<file path="config.mk">
export PLATFORM = sky130hd
export DESIGN_NAME = io_frame_reader_flat
export DESIGN_NICKNAME = d
export VERILOG_FILES = /design/src/rtl/io_pkg.sv /design/src/rtl/io_frame_reader_if.sv /design/src/rtl/pix_skid_fifo.sv /design/src/rtl/io_frame_reader.sv /design/src/flat_wrapper.sv
export SDC_FILE = /design/constraint.sdc
export NUM_CORES = 1
export LEC_CHECK = 0
export CAP_MARGIN = 20
export CORE_MARGIN = 2
export CORE_UTILIZATION = 45
export CTS_CLUSTER_DIAMETER = 60
export DETAILED_ROUTE_END_ITERATION = 10
export GPL_ROUTABILITY_DRIVEN = 1
export PLACE_DENSITY = 0.68
export SYNTH_ARGS = -nofsm -noshare
export SYNTH_HDL_FRONTEND = slang
export SYNTH_SLANG_ARGS = --single-unit
</file>
<file path="constraint.sdc">
create_clock -name clk -period 8.9 [get_ports clk]
set_input_delay 1.78 -clock clk [delete_from_list [all_inputs] [get_ports clk]]
set_output_delay 1.78 -clock clk [all_outputs]
set_load 0.01 [all_outputs]
</file>
<file path="src/rtl/io_pkg.sv">
// Shared constants and types for the memory-mapped image I/O map.
// Used by io_deco and io_frame_reader.
package io_pkg;

  localparam int unsigned ADDR_W         = 22;
  localparam int unsigned DATA_W         = 8;
  localparam int unsigned PROC_BASE      = 120;
  localparam int unsigned ORIG_BASE      = 160120;
  localparam int unsigned SHOW_ADDR      = 116;
  localparam int unsigned SHOW_ORIG_ADDR = 100;

  typedef enum logic [0:0] {IDLE, RUN} frd_state_t;

  // Buffered pixel together with its end-of-frame tag.
  typedef struct packed {
    logic              last;
    logic [DATA_W-1:0] data;
  } pix_entry_t;

endpackage

</file>
<file path="src/rtl/io_frame_reader_if.sv">
// Bundle of the frame reader's control, RAM read port and pixel stream signals.
// master = the frame reader, slave = the surrounding CPU/RAM/sink side.
interface io_frame_reader_if;
  import io_pkg::*;

  logic              cpu_we;
  logic              show_enb;
  logic              show_original_enb;
  logic              rd_en;
  logic [ADDR_W-1:0] rd_addr;
  logic [DATA_W-1:0] rd_data;
  logic [DATA_W-1:0] pix_data;
  logic              pix_valid;
  logic              pix_ready;
  logic              pix_last;
  logic              busy;
  logic              done;

  modport master (
    input  cpu_we, show_enb, show_original_enb, rd_data, pix_ready,
    output rd_en, rd_addr, pix_data, pix_valid, pix_last, busy, done
  );

  modport slave (
    output cpu_we, show_enb, show_original_enb, rd_data, pix_ready,
    input  rd_en, rd_addr, pix_data, pix_valid, pix_last, busy, done
  );

endinterface

</file>
<file path="src/rtl/pix_skid_fifo.sv">
// Two-entry FIFO holding returned pixels and their last tags; head is always visible.
module pix_skid_fifo
  import io_pkg::*;
(
  input  logic       clk,
  input  logic       rst,
  input  logic       i_push,
  input  pix_entry_t i_push_entry,
  input  logic       i_pop,
  output logic [1:0] o_count,
  output pix_entry_t o_head
);

  pix_entry_t r_mem [2];
  logic       r_wr_ptr;
  logic       r_rd_ptr;
  logic [1:0] r_count;

  always_ff @(posedge clk) begin
    if (rst) begin
      r_mem[0] <= '0;
      r_mem[1] <= '0;
      r_wr_ptr <= 1'b0;
      r_rd_ptr <= 1'b0;
      r_count  <= 2'd0;
    end else begin
      if (i_push) begin
        r_mem[r_wr_ptr] <= i_push_entry;
        r_wr_ptr        <= ~r_wr_ptr;
      end
      if (i_pop) begin
        r_rd_ptr <= ~r_rd_ptr;
      end
      r_count <= r_count + 2'(i_push) - 2'(i_pop);
    end
  end

  assign o_count = r_count;
  assign o_head  = r_mem[r_rd_ptr];

endmodule

</file>
<file path="src/rtl/io_frame_reader.sv">
// Streams one image region from image RAM to the pixel sink after a CPU store
// to the show / show-original register.
module io_frame_reader
  import io_pkg::*;
#(
  parameter int unsigned FRAME_PIXELS = 160000
) (
  input  logic             clk,
  input  logic             rst,
  io_frame_reader_if.master bus
);

  localparam int unsigned       CNT_W    = $clog2(FRAME_PIXELS);
  localparam logic [CNT_W-1:0]  LAST_IDX = CNT_W'(FRAME_PIXELS - 1);

  frd_state_t        r_state;
  logic [ADDR_W-1:0] r_base;
  logic [ADDR_W-1:0] r_addr_hold;
  logic [CNT_W-1:0]  r_issue_cnt;
  logic              r_all_issued;
  logic              r_inflight;
  logic              r_inflight_last;
  logic              r_busy;
  logic              r_done;

  logic              w_start;
  logic              w_issue;
  logic              w_issue_last;
  logic              w_pop;
  logic              w_valid;
  logic [1:0]        w_count;
  logic [2:0]        w_occ;
  logic [ADDR_W-1:0] w_addr;
  pix_entry_t        w_head;
  pix_entry_t        w_push_entry;

  assign w_start      = bus.cpu_we & (bus.show_enb | bus.show_original_enb);
  assign w_valid      = (w_count != 2'd0);
  assign w_pop        = w_valid & bus.pix_ready;
  assign w_addr       = r_base + ADDR_W'(r_issue_cnt);
  assign w_issue_last = (r_issue_cnt == LAST_IDX);

  // A read issued now lands next cycle; the pop of this cycle frees a slot in time.
  assign w_occ   = 3'(w_count) + 3'(r_inflight) - 3'(w_pop);
  assign w_issue = (r_state == RUN) & ~r_all_issued & (w_occ < 3'd2);

  assign w_push_entry = '{last: r_inflight_last, data: bus.rd_data};

  pix_skid_fifo u_fifo (
    .clk          (clk),
    .rst          (rst),
    .i_push       (r_inflight),
    .i_push_entry (w_push_entry),
    .i_pop        (w_pop),
    .o_count      (w_count),
    .o_head       (w_head)
  );

  always_ff @(posedge clk) begin
    if (rst) begin
      r_state         <= IDLE;
      r_base          <= '0;
      r_addr_hold     <= '0;
      r_issue_cnt     <= '0;
      r_all_issued    <= 1'b0;
      r_inflight      <= 1'b0;
      r_inflight_last <= 1'b0;
      r_busy          <= 1'b0;
      r_done          <= 1'b0;
    end else begin
      r_inflight      <= w_issue;
      r_inflight_last <= w_issue & w_issue_last;
      r_done          <= 1'b0;
      if (w_issue) begin
        r_addr_hold <= w_addr;
        r_issue_cnt <= r_issue_cnt + CNT_W'(1);
        if (w_issue_last) r_all_issued <= 1'b1;
      end
      if (r_state == IDLE) begin
        if (w_start) begin
          r_state      <= RUN;
          r_base       <= bus.show_original_enb ? ADDR_W'(ORIG_BASE) : ADDR_W'(PROC_BASE);
          r_issue_cnt  <= '0;
          r_all_issued <= 1'b0;
          r_busy       <= 1'b1;
        end
      end else if (w_pop && w_head.last) begin
        r_state <= IDLE;
        r_busy  <= 1'b0;
        r_done  <= 1'b1;
      end
    end
  end

  assign bus.rd_en     = w_issue;
  assign bus.rd_addr   = w_issue ? w_addr : r_addr_hold;
  assign bus.pix_data  = w_head.data;
  assign bus.pix_valid = w_valid;
  assign bus.pix_last  = w_valid & w_head.last;
  assign bus.busy      = r_busy;
  assign bus.done      = r_done;

endmodule
</file>
<file path="src/flat_wrapper.sv">
// flat-port wrapper written by rule: the top's interface ports become plain ports
module io_frame_reader_flat import io_pkg::*;
#(
  parameter int unsigned FRAME_PIXELS = 160000
)
  (clk, rst, bus_cpu_we, bus_show_enb, bus_show_original_enb, bus_rd_data, bus_pix_ready, bus_rd_en, bus_rd_addr, bus_pix_data, bus_pix_valid, bus_pix_last, bus_busy, bus_done);
  io_frame_reader_if bus_i ();
  input  logic clk;
  input  logic rst;
  input wire logic [$bits(bus_i.cpu_we)-1:0] bus_cpu_we;
  input wire logic [$bits(bus_i.show_enb)-1:0] bus_show_enb;
  input wire logic [$bits(bus_i.show_original_enb)-1:0] bus_show_original_enb;
  input wire logic [$bits(bus_i.rd_data)-1:0] bus_rd_data;
  input wire logic [$bits(bus_i.pix_ready)-1:0] bus_pix_ready;
  output wire logic [$bits(bus_i.rd_en)-1:0] bus_rd_en;
  output wire logic [$bits(bus_i.rd_addr)-1:0] bus_rd_addr;
  output wire logic [$bits(bus_i.pix_data)-1:0] bus_pix_data;
  output wire logic [$bits(bus_i.pix_valid)-1:0] bus_pix_valid;
  output wire logic [$bits(bus_i.pix_last)-1:0] bus_pix_last;
  output wire logic [$bits(bus_i.busy)-1:0] bus_busy;
  output wire logic [$bits(bus_i.done)-1:0] bus_done;
  assign bus_i.cpu_we = bus_cpu_we;
  assign bus_i.show_enb = bus_show_enb;
  assign bus_i.show_original_enb = bus_show_original_enb;
  assign bus_i.rd_data = bus_rd_data;
  assign bus_i.pix_ready = bus_pix_ready;
  assign bus_rd_en = bus_i.rd_en;
  assign bus_rd_addr = bus_i.rd_addr;
  assign bus_pix_data = bus_i.pix_data;
  assign bus_pix_valid = bus_i.pix_valid;
  assign bus_pix_last = bus_i.pix_last;
  assign bus_busy = bus_i.busy;
  assign bus_done = bus_i.done;
  io_frame_reader #(.FRAME_PIXELS(FRAME_PIXELS)) u_core (.clk(clk), .rst(rst), .bus(bus_i));
endmodule
</file>
== Yosys cells after proc, flatten, opt, wreduce, memory -nomap -nowiden ==
Memory sizes are Yosys's and may differ from the RTL's. A register that Yosys moved wholly into a read port is not among the register bits.
Cells that the tools add are included.
W data, S select, Z words.
Storage, ports and cells
  register bits: 72
  RAM bits: 18
  output and inout port bits: 35
  word-level logic and storage cells: 66
  memories: 1
Cells by class
  add/subtract/negate cells: 6
  order comparisons: 1
  equal/unequal tests: 2
  multiplexer cells: 26
  bitwise operators: 11
  reduce and logical (&&, ||, !) cells: 7
Memories
  u_core.u_fifo.r_mem: depth 2, bits a word 9, rd ports 1, clocked after memory_dff 1, write ports 2, line pix_skid_fifo.sv:14  | pix_entry_t r_mem [2];
Operator list (count)
  $mux W18: 4
  $add A22 B18 Y22: 1
  $mux W22: 1
  $mux W1: 20
  $add A18 B1 Y18 const B: 1
  $eq A18 B18 Y1 const B: 1
  $mux W9: 1
  $reduce_or A9 Y1: 1
  $and A1 B1 Y1: 6
  $not A1 Y1: 4
  $reduce_and A2 Y1: 2
  $reduce_bool A2 Y1: 2
  $add A2 B1 Y3: 1
  $lt A3 B2 Y1 const B: 1
  $sub A3 B1 Y3: 1
  $add A2 B1 Y2: 1
  $ne A2 B2 Y1 const B: 1
  $reduce_or A2 Y1: 1
  $sub A2 B1 Y2: 1
  $logic_and A1 B1 Y1: 1
  $or A1 B1 Y1: 1

== Logic depth before layout (Yosys ltp) ==
  depth in word-level cells: 8
  mapped depth: 14
  depth with buffers taken out: 13

== Hierarchy ==
A second synthesis with hierarchy kept.
Second synthesis, totals
  cell total of the unflattened synthesis: 390
  area, all modules: 3627.2 µm²
By module, submodules not included
  io_frame_reader: instances 1, cells each 312, area each 2608.8 µm²
  pix_skid_fifo: instances 1, cells each 78, area each 1018.5 µm²

== Least setup slack after synthesis ==
OpenSTA, ideal clock, no wires.
  path kind: input-to-output
  start point: input bus_pix_ready
  end point: output bus_rd_addr[16]
  arrival time: 4.083 ns
  setup slack: 3.037 ns
  cell stages on the path: 11
  cells stage by stage: and2_1 > ha_1 > inv_1 > ha_1 > fa_1 > nor3b_2 > nand2_1 > inv_1 > clkbuf_1 > clkbuf_1 > a31oi_1
On the way
  word-level cells in the longest chain between the ends: 5
Ends and longest elaborated chain
  start, declared: line flat_wrapper.sv:14  | input wire logic [$bits(bus_i.pix_ready)-1:0] bus_pix_ready;
  $and A1 B1 Y1: line io_frame_reader.sv:39  | assign w_pop = w_valid & bus.pix_ready;
  $sub A3 B1 Y3: line io_frame_reader.sv:44  | assign w_occ = 3'(w_count) + 3'(r_inflight) - 3'(w_pop);
  via u_core.w_occ[1]: line io_frame_reader.sv:32  | logic [2:0] w_occ;
  $lt A3 B2 Y1: line io_frame_reader.sv:45  | assign w_issue = (r_state == RUN) & ~r_all_issued & (w_occ < 3'd2);
  $and A1 B1 Y1: line io_frame_reader.sv:45
  via bus_rd_en: line flat_wrapper.sv:15  | output wire logic [$bits(bus_i.rd_en)-1:0] bus_rd_en;
  $mux W22
  end, declared: line flat_wrapper.sv:16  | output wire logic [$bits(bus_i.rd_addr)-1:0] bus_rd_addr;
The timed path passes the listed nets, and every way through them passes these cells.

== Worst setup path after layout ==
  start point: input bus_pix_ready
  end point: output bus_rd_addr[17]
On the way
  word-level cells in the longest chain between the ends: 5
Ends and longest elaborated chain
  $and A1 B1 Y1: line io_frame_reader.sv:39
  via u_core.u_fifo.i_pop: line pix_skid_fifo.sv:9  | input logic i_pop,
  $sub A3 B1 Y3: line io_frame_reader.sv:44
  via u_core.w_occ[1]: line io_frame_reader.sv:32
  $lt A3 B2 Y1: line io_frame_reader.sv:45
  $and A1 B1 Y1: line io_frame_reader.sv:45
  $mux W22
The timed path passes the listed nets, and every way through them passes these cells.

==> impl_metrics.csv <==
group,metric,value,unit
sta,rsz0062_at_grt,"false",
worst_setup_path,reg2reg_from,"u_core.u_fifo.o_count[1]$_SDFF_PP0_",
clock_tree,post_cts_buffers,0,
power,share_seq_of_total_power,0.390,
global_routing,grt_usage,0.189,
worst_setup_path,end_kind,"primary output",
floorplanning,core,7610,sq um
synthesis,yosys-top-cells-count,"dfxtp_1 (53), nand2_1 (44), nor2_1 (39)",
synthesis,synth_cell_types,48,
worst_setup_path,r2r_cells,13,
sta,worst_slew_pin_slew,0.840,ns
run_status,status,"finished clean",
run,cap_viol_max_count,0,
floorplanning,placementRows,32,
sta,fin_ws,1.58,ns
global_routing,grt-ovfl-total,0,
worst_setup_path,reg2reg_to,"u_core.r_addr_hold[6]$_SDFF_PP0_",
hold_path,hold_class,"reg -> reg",
power,combPwrFrac,0.296,
power,p_leak,1.64,nW
floorplanning,fp.dieH,92.1,um
global_routing,grt_pass1_vias,2699,
global_routing,grt_max_degree,35,
hold_path,min_path_cells,2,
sta,setup-violations-final,0,
synthesis,ys_seq_elements,71,
synthesis,synth-main-ff-cell,"dfxtp_1",
routing,drtIter0Drc,105,
routing,routedWlPerCell,13.9,um
synthesis,yosysTopAreaCellShare,0.304,
synthesis,avgSynthCellArea,9.15,sq um
final_layout,drive_gt1_frac,0.0856,
final_layout,area_delta_synth_final,23.0,%
synthesis,synth_xor_area_frac,0.0576,
global_routing,antenna_found_initial,0,
power,pwr_density_cell,230,nW/um^2
synthesis,synth_edf_count,18,
clock_tree,clk_latency,0.35,ns
worst_setup_path,critPathMaxFanout,34,
final_layout,num-nets-final,455,
routing,drt_pass1_iterations,4,
hold_path,hold_end,"u_core.r_addr_hold[4]$_SDFF_PP0_",
floorplanning,die_w,92.1,um
synthesis,synth.area.mux_share,0.0497,
power,vdd_drop_max,208,uV
power,swShare,0.297,
clock_tree,cts.sinks,71,
synthesis,syn-num-nets,410,
synthesis,yosysMostFrequentCell,"dfxtp_1",
sta,slew_violations,0,
worst_setup_path,r2r_setup_slack,5.31,ns
synthesis,synth.area.top_cells,"dfxtp_1 (30%), edfxtp_1 (15%), and2_1 (5.2%)",
sta,skew,0.00913,ns
clock_tree,cts_buffer_depth,2,
worst_setup_path,worstSetupPathType,"in -> out",
synthesis,synthSimpleGateAreaFrac,0.249,
global_routing,grt_pass1_wl,12700,um
synthesis,synth_warnings,0,
synthesis,synth_compound_gate_area_share,0.0948,
floorplanning,start_util,0.460,
worst_setup_path,worstPathRequired,7.12,ns
routing,num_vias,2766,
clock_tree,hold_buffers,0,
synthesis,synth_seq_area_share,0.458,
placed_design,gp_congestion,0.840,
clock_tree,cts_tree,"done",
synthesis,syn-instance-count,382,
synthesis,synth_top_family_by_area,"simple AND/OR/NAND/NOR gates",
hold_path,min_from,"u_core.r_addr_hold[4]$_SDFF_PP0_",
sta,fin_crit_sh,0.823,
clock_tree,clkTransAtPathRegs,0.08,ns
clock_tree,htreeDepth,3,
routing,viasPerCell,5.18,
placed_design,hpwl,5350,um
sta,slew_headroom,0.436,
clock_tree,cts_root_buffer,"clkbuf_8",
floorplanning,die_area,8490,sq um
synthesis,synthAdderAreaFrac,0.0544,
power,p_sw,0.295,mW
worst_setup_path,arrival,5.54,ns
clock_tree,cts_resized,0,
sta,max_freq,0.137,GHz
floorplanning,pin_count,49,
final_layout,antenna_cells,0,
synthesis,synthArstFlopShare,0,
routing,ant_nets,0,
sta,layout_min_cycle_time,7.32,ns
placed_design,portBuffers,48,
sta,tns,0,ns
routing,drc,0,
power,clockPowerShare,0.315,
clock_tree,numCtsBuffers,9,
placed_design,pre_cts_slack,1.58,ns
power,p_int,0.696,mW
routing,drt-total-wl,7420,um
synthesis,yosysTopAreaCell,"dfxtp_1",
worst_setup_path,worstSetupStartpointType,"input pin",
synthesis,synth_area,3500,sq um
sta,hold_viol_final,0,
==> layer usage <==
metal / GRT usage / wire length, um / up-vias
li1: - / - / 1418
met1: 0.239 / 3450 / 1280
met2: 0.314 / 3580 / 58
met3: 0.0370 / 288 / 10
met4: 0.0808 / 113 / 0
met5: 0 / 0 / -
==> final cells by class <==
| class | count | area (sq um) |
|---|---|---|
| clock buffer | 9 | 124 |
| timing repair buffer | 52 | 510 |
| tap | 102 | 128 |
| inverter | 13 | 48.8 |
| sequential | 71 | 1600 |
| multi-input combinational | 280 | 1770 |
| fill | 679 | 3310 |
| clock inverter | 7 | 120 |
==> critical path, cell delays in order <==
cell	delay [ns]
clkdlybuf4s50_1	0.41
and2_1	0.17
ha_1	0.28
inv_1	0.04
ha_1	0.18
fa_1	0.46
nor3b_2	0.24
nand2_1	0.08
buf_4	0.23
inv_1	0.62
nand3_1	0.14
mux2_2	0.30
nand2_1	0.06
clkdlybuf4s50_1	0.52
==> power by group through the flow <==
stage          registers, mW  clock network, mW  logic, mW
2_1_floorplan          0.384                  0      0.179
3_3_place_gp           0.393                  0      0.291
3_5_place_dp           0.394                  0      0.295
4_1_cts                0.387              0.321      0.297
5_1_grt                0.391              0.337      0.326
6_report               0.386              0.312      0.293
==> layout by cell type, fill, tap and decap left out, types with 2 or more instances in the layout <==
master,instances
mux2_2,11
inv_1,13
nand2_1,44
bufinv_16,3
edfxtp_1,18
a31oi_1,3
nor3_1,10
xnor2_1,16
a21oi_1,24
mux2i_1,5
dfxtp_1,53
clkbuf_8,9
nor2_1,39
ha_1,12
xor2_1,7
a211oi_1,3
nand4_1,5
and2_1,29
o21a_1,2
or3_1,5
and3_1,9
a21o_1,2
fa_1,2
o21ai_0,11
nor3b_1,3
nor4_1,6
nand3_1,11
clkdlybuf4s50_1,48
nor2b_1,2
buf_4,4
==> cells by family after synthesis <==
kind of cell | Yosys count
AO/OA/AOI/OAI | 55
adder cells (fa/ha/maj) | 14
buffers and inverters | 31
flip-flops | 71
multiplexers | 16
AND/OR/NAND/NOR | 172
XOR/XNOR | 23
==> sequential cells by signal (all words and copies together) (netlist names), named ones only <==
signal	flops
u_core.u_fifo.o_count	2
u_core.bus.done	1
u_core.r_inflight	1
u_core.r_issue_cnt	18
u_core.bus.busy	1
u_core.r_inflight_last	1
u_core.r_base	2
u_core.u_fifo.r_mem	18
u_core.r_addr_hold	22
u_core.r_all_issued	1
u_core.u_fifo.r_wr_ptr	1
u_core.r_state	1
u_core.u_fifo.r_rd_ptr	1
==> how the worst max path moves through the flow <==
| stage | startpoint | endpoint | slack (ns) | cells past startpoint |
|---|---|---|---|---|
| floorplan | bus_pix_ready | bus_rd_addr[16] | 3.04 | 11 |
| detailed placement | bus_pix_ready | bus_rd_addr[17] | 1.58 | 14 |
| global placement | bus_pix_ready | bus_rd_addr[17] | 1.63 | 14 |
| finish | bus_pix_ready | bus_rd_addr[17] | 1.58 | 14 |
| CTS | bus_pix_ready | bus_rd_addr[17] | 1.56 | 14 |
| global route | bus_pix_ready | bus_rd_addr[9] | 1.31 | 13 |
==> metrics by stage <==
step           utilization  hold slack (ns)  power [mW]  cell area [sq um]  cells
2_1_floorplan            -            0.440       0.563               3500    382
3_3_place_gp         0.533            0.451       0.684               4060    518
3_5_place_dp         0.533            0.461       0.689               4060    518
4_1_cts              0.565            0.473        1.01               4300    534
5_1_grt              0.565            0.502        1.05               4300    534
6_report             0.565            0.466       0.991               4300    534
(Power assumes the default switching activity.)
